===== src/rtl/ifq_arb_pkg.sv =====
// rtl/ifq_arb_pkg.sv - shared types and index helpers for the IFQ round-robin arbiter
package ifq_arb_pkg;

  typedef enum logic {
    EMPTY = 1'b0,
    FULL  = 1'b1
  } arb_state_e;

  // Fold an index in [0, 2n) back into [0, n); works for any n, power of two or not.
  function automatic int wrap_idx(input int idx, input int n);
    return (idx >= n) ? idx - n : idx;
  endfunction

  function automatic int next_ptr(input int idx, input int n);
    return (idx == n - 1) ? 0 : idx + 1;
  endfunction

endpackage


===== src/rtl/rr_pick.sv =====
// rtl/rr_pick.sv - combinational round-robin pick: rotate, fixed-priority encode, un-rotate
module rr_pick
  import ifq_arb_pkg::*;
#(
  parameter int N  = 4,
  parameter int IW = $clog2(N)
) (
  input  logic [N-1:0]  req,
  input  logic [IW-1:0] ptr,
  output logic [IW-1:0] winner,
  output logic          any_req
);

  logic [N-1:0] rot;
  logic         found;
  int           off;

  always_comb begin
    rot = '0;
    // Constant-index compares keep the rotate free of variable part-selects.
    for (int i = 0; i < N; i++) begin
      for (int k = 0; k < N; k++) begin
        if (wrap_idx(i + int'(ptr), N) == k) rot[i] = req[k];
      end
    end

    found = 1'b0;
    off   = 0;
    for (int i = 0; i < N; i++) begin
      if (!found && rot[i]) begin
        found = 1'b1;
        off   = i;
      end
    end

    winner = '0;
    for (int k = 0; k < N; k++) begin
      if (wrap_idx(off + int'(ptr), N) == k) winner = IW'(k);
    end
  end

  assign any_req = |req;

endmodule


===== src/rtl/rr_mux_arbiter.sv =====
// rtl/rr_mux_arbiter.sv - round-robin N:1 arbiter with a single registered valid/ready output stage
module rr_mux_arbiter
  import ifq_arb_pkg::*;
#(
  parameter int WIDTH = 32,
  parameter int N     = 4,
  parameter int IW    = $clog2(N)
) (
  input  logic             clk,
  input  logic             rst,
  input  logic [N-1:0]     REQ,
  input  logic [WIDTH-1:0] X [N-1:0],
  output logic [N-1:0]     ACK,
  output logic             OUT_VALID,
  input  logic             OUT_READY,
  output logic [WIDTH-1:0] OUT_DATA,
  output logic [IW-1:0]    OUT_SRC
);

  arb_state_e    state;
  logic [IW-1:0] ptr;
  logic [IW-1:0] winner;
  logic          any_req;
  logic          load;

  rr_pick #(.N(N), .IW(IW)) u_pick (
    .req     (REQ),
    .ptr     (ptr),
    .winner  (winner),
    .any_req (any_req)
  );

  // A FULL register may be refilled in the same cycle it drains.
  assign load = (state == EMPTY || OUT_READY) && any_req;

  always_comb begin
    ACK = '0;
    for (int i = 0; i < N; i++) begin
      ACK[i] = !rst && load && (winner == IW'(i));
    end
  end

  always_ff @(posedge clk) begin
    if (rst) begin
      state    <= EMPTY;
      ptr      <= '0;
      OUT_DATA <= '0;
      OUT_SRC  <= '0;
    end else if (load) begin
      state    <= FULL;
      OUT_DATA <= X[winner];
      OUT_SRC  <= winner;
      ptr      <= IW'(next_ptr(int'(winner), N));
    end else if (state == FULL && OUT_READY) begin
      state <= EMPTY;
    end
  end

  assign OUT_VALID = (state == FULL);

endmodule


===== config.mk =====
export PLATFORM = sky130hd
export DESIGN_NAME = rr_mux_arbiter
export DESIGN_NICKNAME = d
export VERILOG_FILES = /design/src/rtl/ifq_arb_pkg.sv /design/src/rtl/rr_pick.sv /design/src/rtl/rr_mux_arbiter.sv
export SDC_FILE = /design/constraint.sdc
export NUM_CORES = 1
export LEC_CHECK = 0
export BUFFER_PORTS_ARGS = -buffer_cell sky130_fd_sc_hd__buf_2
export CORE_MARGIN = 4
export CORE_UTILIZATION = 46
export CTS_CLUSTER_SIZE = 28
export DETAILED_ROUTE_END_ITERATION = 8
export HOLD_SLACK_MARGIN = 0.1
export MAX_ROUTING_LAYER = met4
export PLACE_DENSITY = 0.81
export SLEW_MARGIN = 20
export SYNTH_ARGS = -nofsm -noshare
export SYNTH_HDL_FRONTEND = slang
export SYNTH_SLANG_ARGS = --single-unit

===== constraint.sdc =====
create_clock -name clk -period 3.32 [get_ports clk]
set_clock_uncertainty 0.05 [all_clocks]
set_input_delay 0.664 -clock clk [delete_from_list [all_inputs] [get_ports clk]]
set_output_delay 0.664 -clock clk [all_outputs]
set_load 0.05 [all_outputs]

# [Word-level counts from Yosys, hierarchy flattened]
# Cells that the tools add are included.
[totals] reg_bits=37 input_bits=135 output_inout_bits=39 word_cells=97
[classes] n_addsub=10 order_cmp=6 eq_ne=19 mux=35 n_bitwise=1 n_reduce_logical=22
[op_table] operator="equality test 32 x 3 -> 1 bit (second input constant)" count=10
[op_table] operator="2-to-1 mux 32 bit" count=6
[op_table] operator="equality test 32 x 2 -> 1 bit (second input constant)" count=5
[op_table] operator="greater-or-equal comparator 32 x 4 -> 1 bit (second input constant)" count=4
[op_table] operator="zero test 32 bit" count=4
[op_table] operator="subtractor 32 x 4 -> 32 bit (second input constant)" count=4
[op_table] operator="binary-select mux 32 bit (select 2 bit)" count=1
[op_table] operator="2-to-1 mux 1 bit" count=23
[op_table] operator="logical AND 1 bit" count=10
[op_table] operator="2-to-1 mux 2 bit" count=5
[op_table] operator="adder 2 x 2 -> 3 bit (first input constant)" count=2
[op_table] operator="equality test 2 x 1 -> 1 bit (second input constant)" count=2
[op_table] operator="equality test 2 bit (second input constant)" count=2
[op_table] operator="zero test 1 bit" count=4
[op_table] operator="OR reduction 4 bit" count=1
[op_table] operator="subtractor 2 x 3 -> 4 bit (second input constant)" count=1
[op_table] operator="adder 1 x 2 -> 3 bit (first input constant)" count=1
[op_table] operator="adder 2 x 2 -> 3 bit" count=1
[op_table] operator="greater-or-equal comparator 2 x 3 -> 1 bit (second input constant)" count=1
[op_table] operator="< comparator 2 x 3 -> 1 bit (second input constant)" count=1
[op_table] operator="adder 2 x 1 -> 2 bit (second input constant)" count=1
[op_table] operator="zero test 2 bit" count=1
[op_table] operator="nonzero test 2 bit" count=1
[op_table] operator="logical OR 1 bit" count=1
[op_table] operator="inverter 1 bit" count=1

# [Logic depth before layout (Yosys ltp)]
# Gate-level depths: netlist (run 1).
[logic_depth] ltp_word=26 mapped_depth=13 mapped_depth_nobuf=12

# [Cells and area by module]
# Synthesis (run 1) repeated with hierarchy kept, for this count alone.
[unflattened] hier_cells=169 area_unflattened_um2=2204.6
[modules_own_cells] module="rr_mux_arbiter" instances=1 cells_each=144 area_per_inst_um2=2038.2 seq_area_each_um2=740.7
[modules_own_cells] module="rr_pick" instances=1 cells_each=25 area_per_inst_um2=166.4 seq_area_each_um2=0.0

# [Least setup slack after synthesis (run 1)]
# Ideal clock, no wire load.
[synth_timing] kind="input to output" start="input port REQ[0]" end="output port ACK[0]" t_arrival_ns=3.296 t_required_ns=2.606 path_slack_ns=-0.690 stages=11 n_path_buf=3 cell_sequence="buf_4 -> nor2_1 -> nor3_1 -> a21oi_1 -> o21ai_0 -> ha_1 -> buf_2 -> buf_2 -> inv_1 -> ha_1 -> nor3b_1"
[synth_between] elab_chain_cells=23 word_cells_on_any_way=43 classes_between="add/sub: 2; order compare: 1; eq/ne: 3; mux: 26; reduce/logical: 11"
[synth_rtl] element="start: declaration" line_no="rr_mux_arbiter.sv:11" source="input logic [N-1:0] REQ,"
[synth_rtl] element="2-to-1 mux 1 bit (4 in a row)" line_no="rr_pick.sv:23" source="if (wrap_idx(i + int'(ptr), N) == k) rot[i] = req[k];"
[synth_rtl] element="2-to-1 mux 1 bit" line_no="rr_pick.sv:30" source="if (!found && rot[i]) begin"
[synth_rtl] element="zero test 1 bit" line_no="rr_pick.sv:30"
[synth_rtl] element="logical AND 1 bit" line_no="rr_pick.sv:30"
[synth_rtl] element="2-to-1 mux 1 bit" line_no="rr_pick.sv:30"
[synth_rtl] element="zero test 1 bit" line_no="rr_pick.sv:30"
[synth_rtl] element="logical AND 1 bit" line_no="rr_pick.sv:30"
[synth_rtl] element="2-to-1 mux 1 bit" line_no="rr_pick.sv:30"
[synth_rtl] element="(+5 left out)"
[synth_rtl] element="2-to-1 mux 32 bit (*)"
[synth_rtl] element="equality test 32 x 2 -> 1 bit" line_no="rr_pick.sv:38" source="if (wrap_idx(off + int'(ptr), N) == k) winner = IW'(k);"
[synth_rtl] element="2-to-1 mux 1 bit" line_no="rr_pick.sv:38"
[synth_rtl] element="2-to-1 mux 2 bit" line_no="rr_pick.sv:38"
[synth_rtl] element="2-to-1 mux 2 bit (*)" line_no="rr_pick.sv:38"
[synth_rtl] element="net u_pick.winner[0]" line_no="rr_pick.sv:10" source="output logic [IW-1:0] winner,"
[synth_rtl] element="zero test 2 bit (*)" line_no="rr_mux_arbiter.sv:39" source="ACK[i] = !rst && load && (winner == IW'(i));"
[synth_rtl] element="logical AND 1 bit (*)" line_no="rr_mux_arbiter.sv:39"
[synth_rtl] element="end: declaration" line_no="rr_mux_arbiter.sv:13" source="output logic [N-1:0] ACK,"
# Mark *: on every way through the listed nets, which the timed path passes. The rest lies on a longest branch.

# [Final worst setup path (run 1)]
[layout_timing] start="input port REQ[3]" end="output port ACK[1]"
[layout_between] elab_chain_cells=20 word_cells_on_any_way=31 classes_between="add/sub: 2; order compare: 1; eq/ne: 4; mux: 14; reduce/logical: 10"
[layout_rtl] element="2-to-1 mux 1 bit" line_no="rr_pick.sv:23"
[layout_rtl] element="2-to-1 mux 1 bit" line_no="rr_pick.sv:30"
[layout_rtl] element="zero test 1 bit" line_no="rr_pick.sv:30"
[layout_rtl] element="logical AND 1 bit" line_no="rr_pick.sv:30"
[layout_rtl] element="2-to-1 mux 1 bit" line_no="rr_pick.sv:30"
[layout_rtl] element="zero test 1 bit" line_no="rr_pick.sv:30"
[layout_rtl] element="logical AND 1 bit" line_no="rr_pick.sv:30"
[layout_rtl] element="2-to-1 mux 1 bit" line_no="rr_pick.sv:30"
[layout_rtl] element="(+3 left out)"
[layout_rtl] element="adder 2 x 2 -> 3 bit"
[layout_rtl] element="subtractor 32 x 4 -> 32 bit / greater-or-equal comparator 32 x 4 -> 1 bit (equally long branches)"
[layout_rtl] element="2-to-1 mux 32 bit"
[layout_rtl] element="equality test 32 x 2 -> 1 bit" line_no="rr_pick.sv:38"
[layout_rtl] element="2-to-1 mux 1 bit" line_no="rr_pick.sv:38"
[layout_rtl] element="2-to-1 mux 2 bit (2 in a row)" line_no="rr_pick.sv:38"
[layout_rtl] element="equality test 2 x 1 -> 1 bit" line_no="rr_mux_arbiter.sv:39"
[layout_rtl] element="logical AND 1 bit (*)" line_no="rr_mux_arbiter.sv:39"
# Mark *: on every way between the ends. The rest lies on a longest branch, timed or not.

==> results of run 1 <==
==> sequential cells by signal, summed over array words and instances (netlist names) <==
signal / cells
OUT_VALID: 1
ptr: 2
OUT_DATA: 32
OUT_SRC: 2
==> layout by cell type, fill, tap and decap left out, types with 4 or more instances in the layout <==
master / n
dfxtp_1: 36
clkbuf_8: 7
nor3b_4: 4
buf_2: 168
a21oi_1: 4
buf_6: 4
o221ai_1: 34
buf_4: 19
o221ai_2: 30
mux2_2: 64
nor2_1: 40
nand2_1: 4
a211oi_2: 30
==> Yosys cell counts, types with 2 or more instances <==
cell type	n
o32ai_2	2
nor2_1	42
a211oi_2	30
a211oi_1	3
ha_1	5
nand2b_1	4
dfxtp_1	37
o221ai_1	34
buf_4	6
buf_2	19
nand2_1	4
o221ai_2	30
mux2_2	64
a21oi_1	4
nor3b_1	4
inv_1	3
clkbuf_1	10
buf_6	4
nor3_1	2
==> cell families after synthesis <==
family / Yosys count
xor gates and xnor gates: 2
and+or+nand+nor: 60
DFF: 37
buffers and inverters: 43
muxes: 64
adders and majority gates: 5
AOI/OAI and AO/OA: 111
==> cell type report <==
cell class	instances	area, sq um
Clock buffer	7	96.3
Sequential cell	37	744
Timing Repair Buffer	194	1080
Inverter	3	11.3
Tap cell	96	120
Fill cell	579	2410
Multi-Input combinational cell	242	2480
Clock inverter	1	5.00
==> per-layer routing <==
layer  vias to the layer above  GRT usage (%)  share of wire (%)  wire length (um)
met5                         -              -                  0                 0
li1                       1616              -                  -                 -
met4                         0           4.40               0.74                71
met3                         6           3.30                7.1               673
met1                      1640           22.7                 38              3660
met2                       124           41.2                 54              5140
==> metrics by stage <==
step / cell area (sq um) / total power [mW] / setup slack, ns / setup TNS (ns)
after global routing: 4540 / 5.27 / -0.0416 / -0.0640
after global placement: 4360 / 4.42 / 0.00981 / 0
final: 4540 / 4.94 / 0.107 / 0
after floorplan: 3390 / 3.88 / -0.0132 / -0.0254
after CTS: 4470 / 4.92 / 0.0263 / 0
after detailed placement: 4360 / 4.54 / -0.0658 / -0.116
==> critical path, cell delays in order <==
cell and delay (ns):
buf_2 0.11, buf_6 0.12, nor2_4 0.10, nor4_2 0.06
a21oi_1 0.16, o21ai_2 0.08, ha_2 0.22, xnor2_4 0.16
xnor2_4 0.25, ha_2 0.21, nor3b_4 0.19, buf_6 0.18
==> timing repair <==
item / in CTS / in global routing
setup endpoints to repair: 4 / 4
pin swaps: 0 / 4
hold buffers: 0 / 0
resized for setup: 6 / 17
==> report_power, final <==
group          internal (mW)  switching (mW)
Sequential             0.638           0.113
Clock                  0.188           0.165
Combinational           1.56            2.28
==> worst paths after layout <==
path / start / endpoint / cells past startpoint
max: REQ[3] / ACK[1] / 12
min: OUT_SRC[0] / OUT_SRC[0] / 2
max reg2reg: ptr[0] / OUT_DATA[19] / 8
min reg2reg: OUT_SRC[0] / OUT_SRC[0] / 2
==> flow_summary.yaml, run 1 <==
status:
  status: "finished clean"
synthesis:
  syn_avg_cell_area_sq_um: 10.4
  syn_inst: 322
  synth-seq-cells: 37
  synth_top_family_by_area: "compound AO/OA/AOI/OAI gates"
  synth_edf_count: 0
  synth_adder_area_share_pct: 1.87
  ys.flop_type: "dfxtp_1"
  yosys.area_share.simple_pct: 7.97
  ys_warn_count: 0
  synth_seq_area_share_pct: 22.1
  yosysTopAreaCellShare_pct: 22.1
  synthTopCellsByArea: "dfxtp_1 (22%), mux2_2 (22%), o221ai_2 (13%)"
  yosysTopAreaCell: "dfxtp_1"
  synthMuxAreaShare_pct: 21.5
  synth_compound_area_share_pct: 38.3
  ys_async_sr_fraction_pct: 0
  ys_types: 34
  syn_nets: 462
  syn_area_sq_um: 3340
  synthXorXnorAreaFrac_pct: 1.08
routing:
  drtIter0Drc: 75
  firstDrtPassIters: 4
  route.vias.total: 3386
  drc: 0
  drt-wirelength-per-cell_um: 16.4
  drt.antenna.violating_nets: 0
  routed_wl_mm: 9.54
  vias_per_cell: 5.84
die:
  die_x_um: 93.3
  dieArea_sq_um: 8700
  start_util_pct: 48.2
  num_io_pins: 174
  fp.dieH_um: 93.3
  row_count: 30
  core_sq_um: 6940
setup_path:
  crit_arrival_ns: 2.50
  ff2ff_setup_slack_ns: 0.69
  cp-start-kind: "input pin"
  cp.required_ns: 2.61
  cp-end-kind: "primary output"
  critical_path_class: "in -> out"
  crit_fanout: 4
place:
  dp_hpwl_mm: 7.03
  gp_congestion: 0.796
  dp.cells: 573
  portBuffers: 173
layout:
  instances_no_fill: 580
  fin_util_pct: 65.3
  final_nets: 623
  antenna_cells: 0
  drive_gt1_share_pct: 72.5
  area_delta_synth_final_pct: 35.6
power:
  p_leak_nw: 1.88
  p_per_area_nw_per_um2: 1090
  vdd_drop_max_uv: 582
clocking:
  root_buffer: "clkbuf_8"
  clkLatencyLatePin_ns: 0.28
  cts_tree: "done"
  clkTransAtPathRegs_ns: 0.07
  post_cts_buffers: 0
  numCtsBuffers: 5
  clock_path_buffers: 2
  clock-sinks: 37
  cts_max_level: 2
timing:
  hold_ws_ns: 0.414
  min_period_over_period_pct: 96.8
  worst_slew_pin_slew_ns: 0.521
  max_slew_margin_pct: 65.2
  finalMaxSlewViolations: 0
  hold_viol: 0
  setup-violations-final: 0
  fmax_mhz: 311
  min_period_ns: 3.21
global_routing:
  grt-ovfl-total: 0
  grt_pass1_wl_mm: 15.2
  grt_max_degree: 65
  track_usage_pct: 21.3
  grt_pass1_vias: 3559
  antenna_found_initial: 0
run:
  maxCapViolCount: 0
min_path:
  min_path_type: "reg -> reg"
Power figures use the tool's default switching activity.
==> inputs of run 2 (changes only) <==
--- a/config.mk
+++ b/config.mk
@@ -5,14 +5,16 @@
 export SDC_FILE = /design/constraint.sdc
 export NUM_CORES = 1
 export LEC_CHECK = 0
+export ABC_AREA = 1
 export BUFFER_PORTS_ARGS = -buffer_cell sky130_fd_sc_hd__buf_2
 export CORE_MARGIN = 4
-export CORE_UTILIZATION = 46
+export CORE_UTILIZATION = 45
 export CTS_CLUSTER_SIZE = 28
 export DETAILED_ROUTE_END_ITERATION = 8
 export HOLD_SLACK_MARGIN = 0.1
 export MAX_ROUTING_LAYER = met4
-export PLACE_DENSITY = 0.81
+export PLACE_DENSITY = 0.82
+export SETUP_SLACK_MARGIN = 0.3
 export SLEW_MARGIN = 20
 export SYNTH_ARGS = -nofsm -noshare
 export SYNTH_HDL_FRONTEND = slang
==> flow_summary.yaml, run 2 <==
timing:
  min_period_over_period_pct: 94.1
  finalSetupTns_ns: 0
  worst_slew_pin_slew_ns: 0.700
  setup_ws_ns: 0.197
  finalMaxSlewViolations: 0
  fmax_mhz: 320
  hold_viol: 0
  max_slew_margin_pct: 53.3
  rsz0062_at_grt: "yes"
  min_period_ns: 3.12
  setup-violations-final: 0
place:
  dp_slack_ns: 0.0419
  postPlaceCellArea_sq_um: 3950
  portBuffers: 173
  dp_hpwl_mm: 6.96
  gp_congestion: 0.874
  dp.cells: 791
layout:
  area_delta_synth_final_pct: 40.2
  largest_registers: "OUT_DATA x32, OUT_SRC x2, ptr x2"
  regMostFlops: "OUT_DATA"
  final.fill_count: 605
  final_area_sq_um: 4240
  instances_no_fill: 814
  mostFrequentLayoutCells: "nand2_1 (269), buf_2 (168), nand3_1 (70), nor2_1 (67), inv_1 (40)"
  largest_reg_flops: 32
  antenna_cells: 0
  mostFrequentLayoutCell: "nand2_1"
  drive_gt1_share_pct: 32.7
  final_nets: 876
routing:
  routed_wl_mm: 9.70
  drtIter0Drc: 114
  firstDrtPassIters: 4
  drc: 0
  vias_per_cell: 4.78
  drt.antenna.violating_nets: 0
  route.vias.total: 3887
  drt-wirelength-per-cell_um: 11.9
setup_path:
  r2r_cells: 16
  path_cells: "buf_2 > inv_2 > nand2_1 > nand3_2 > nand2_2 > nand3_2 > a21oi_2 > ha_2 > xnor2_4 > inv_2 > nand2_4 > nand2_4 > inv_4 > ha_4 > inv_2 > nor2_4 > buf_6"
  cp.required_ns: 2.61
  cp-end-kind: "primary output"
  path_depth: 17
  cp_slowest_stage_delay_ns: 0.23
  critical_path_class: "in -> out"
  cp_common_cell: "inv_2"
  crit_buf_inv: 6
  cp-start-kind: "input pin"
  crit_fanout: 4
  crit_arrival_ns: 2.41
  crit_family: "simple AND/OR/NAND/NOR gates"
  cp_slowest_cell: "ha_2"
synthesis:
  ys_warn_count: 0
  synth-seq-cells: 37
  synth_most_common_cell: "nand2_1"
  syn_nets: 708
  netlist_top_cells_count: "nand2_1 (272), nand3_1 (73), nor2_1 (72)"
  ys_async_sr_fraction_pct: 0
  syn_inst: 568
  ys.flop_type: "dfxtp_1"
  yosysTopAreaCell: "nand2_1"
  syn_area_sq_um: 3020
  synthTopCellsByArea: "nand2_1 (34%), dfxtp_1 (25%), nand3_1 (12%)"
  syn_avg_cell_area_sq_um: 5.32
  ys_types: 28
  yosysTopAreaCellShare_pct: 33.8
  synth_seq_area_share_pct: 24.5
  synth_edf_count: 0
die:
  core_sq_um: 6420
  num_io_pins: 174
  die_x_um: 89.9
  dieArea_sq_um: 8090
  start_util_pct: 47.0
  fp.dieH_um: 89.9
  row_count: 29
clocking:
  cts_hold_buf: 0
  clkTransAtPathRegs_ns: 0.07
  clock-sinks: 37
  clock_path_buffers: 2
  cts_tree: "done"
  cts_max_level: 2
  root_buffer: "clkbuf_8"
  numCtsBuffers: 5
  clkLatencyLatePin_ns: 0.28
power:
  p_per_area_nw_per_um2: 1200
  vdd_drop_max_uv: 633
  power_mw: 5.08
  p_leak_nw: 2.72
global_routing:
  antenna_found_initial: 0
  track_usage_pct: 22.7
  grt_pass1_vias: 3468
  grt_pass1_wl_mm: 15.2
  grt_max_degree: 71
  grt-ovfl-total: 0
min_path:
  min_path_type: "reg -> reg"
  hold_depth: 2
run:
  maxCapViolCount: 0
status:
  status: "finished clean"
==> run 2: routing by layer <==
metal	up-vias	part of all wire [%]	global-route usage, %	routed length (um)
li1	2052	-	-	-
met1	1669	40	24.0	3830
met2	140	51	41.7	4970
met3	26	6.7	4.84	648
met4	0	2.6	8.04	250
met5	-	0	-	0
==> run 2: cell families (layout without fill, tap and decap cells) <==
kind of cell / after synthesis / after routing / synth area share, %
compound gates: 9 / 9 / 1.78
xor+xnor: 1 / 1 / 0.290
fa+ha+maj: 5 / 5 / 2.07
buf+inv: 87 / 256 / 12.6
flops: 37 / 37 / 24.5
simple gates: 429 / 429 / 58.7
==> run 2: repair_timing <==
action / CTS / global route
pin swaps: 11 / 8
setup endpoints to repair: 4 / 4
buffers inserted: 9 / 6
resized for setup: 26 / 4
==> run 2: area by class of cell <==
class	count	area, sq um	area share, %
timing repair buffer	197	1100	25.9
multi-input combinational	444	2020	47.6
tap	77	96.3	2.27
clock buffer	8	80.1	1.89
sequential	37	748	17.7
inverter	51	196	4.64
==> run 2: path summary, 6_finish.rpt <==
path / start / endpoint / slack [ns]
max reg2reg: ptr[0] / OUT_DATA[30] / 0.72
min reg2reg: OUT_SRC[0] / OUT_SRC[0] / 0.48
min: OUT_SRC[0] / OUT_SRC[0] / 0.48
max: REQ[0] / ACK[0] / 0.20
==> run 2: power by group <==
| part | internal [mW] | switching (mW) | total (mW) |
|---|---|---|---|
| registers | 0.666 | 0.129 | 0.795 |
| logic | 1.28 | 2.71 | 3.98 |
| clock network | 0.149 | 0.148 | 0.298 |
==> run 2: tightest hold or removal path: cells and delay by family (launching register included) <==
family	cells	cell delay (ns)
AOI/OAI and AO/OA	1	0.05
DFF	1	0.33
and+or+nand+nor	1	0.11
==> run 2: through the flow <==
stage	hold WS, ns	utilization [%]
finish	0.480	65.9
floorplan	0.554	-
global placement	0.450	61.4
detailed placement	0.464	61.4
global route	0.502	65.9
CTS	0.476	65.0
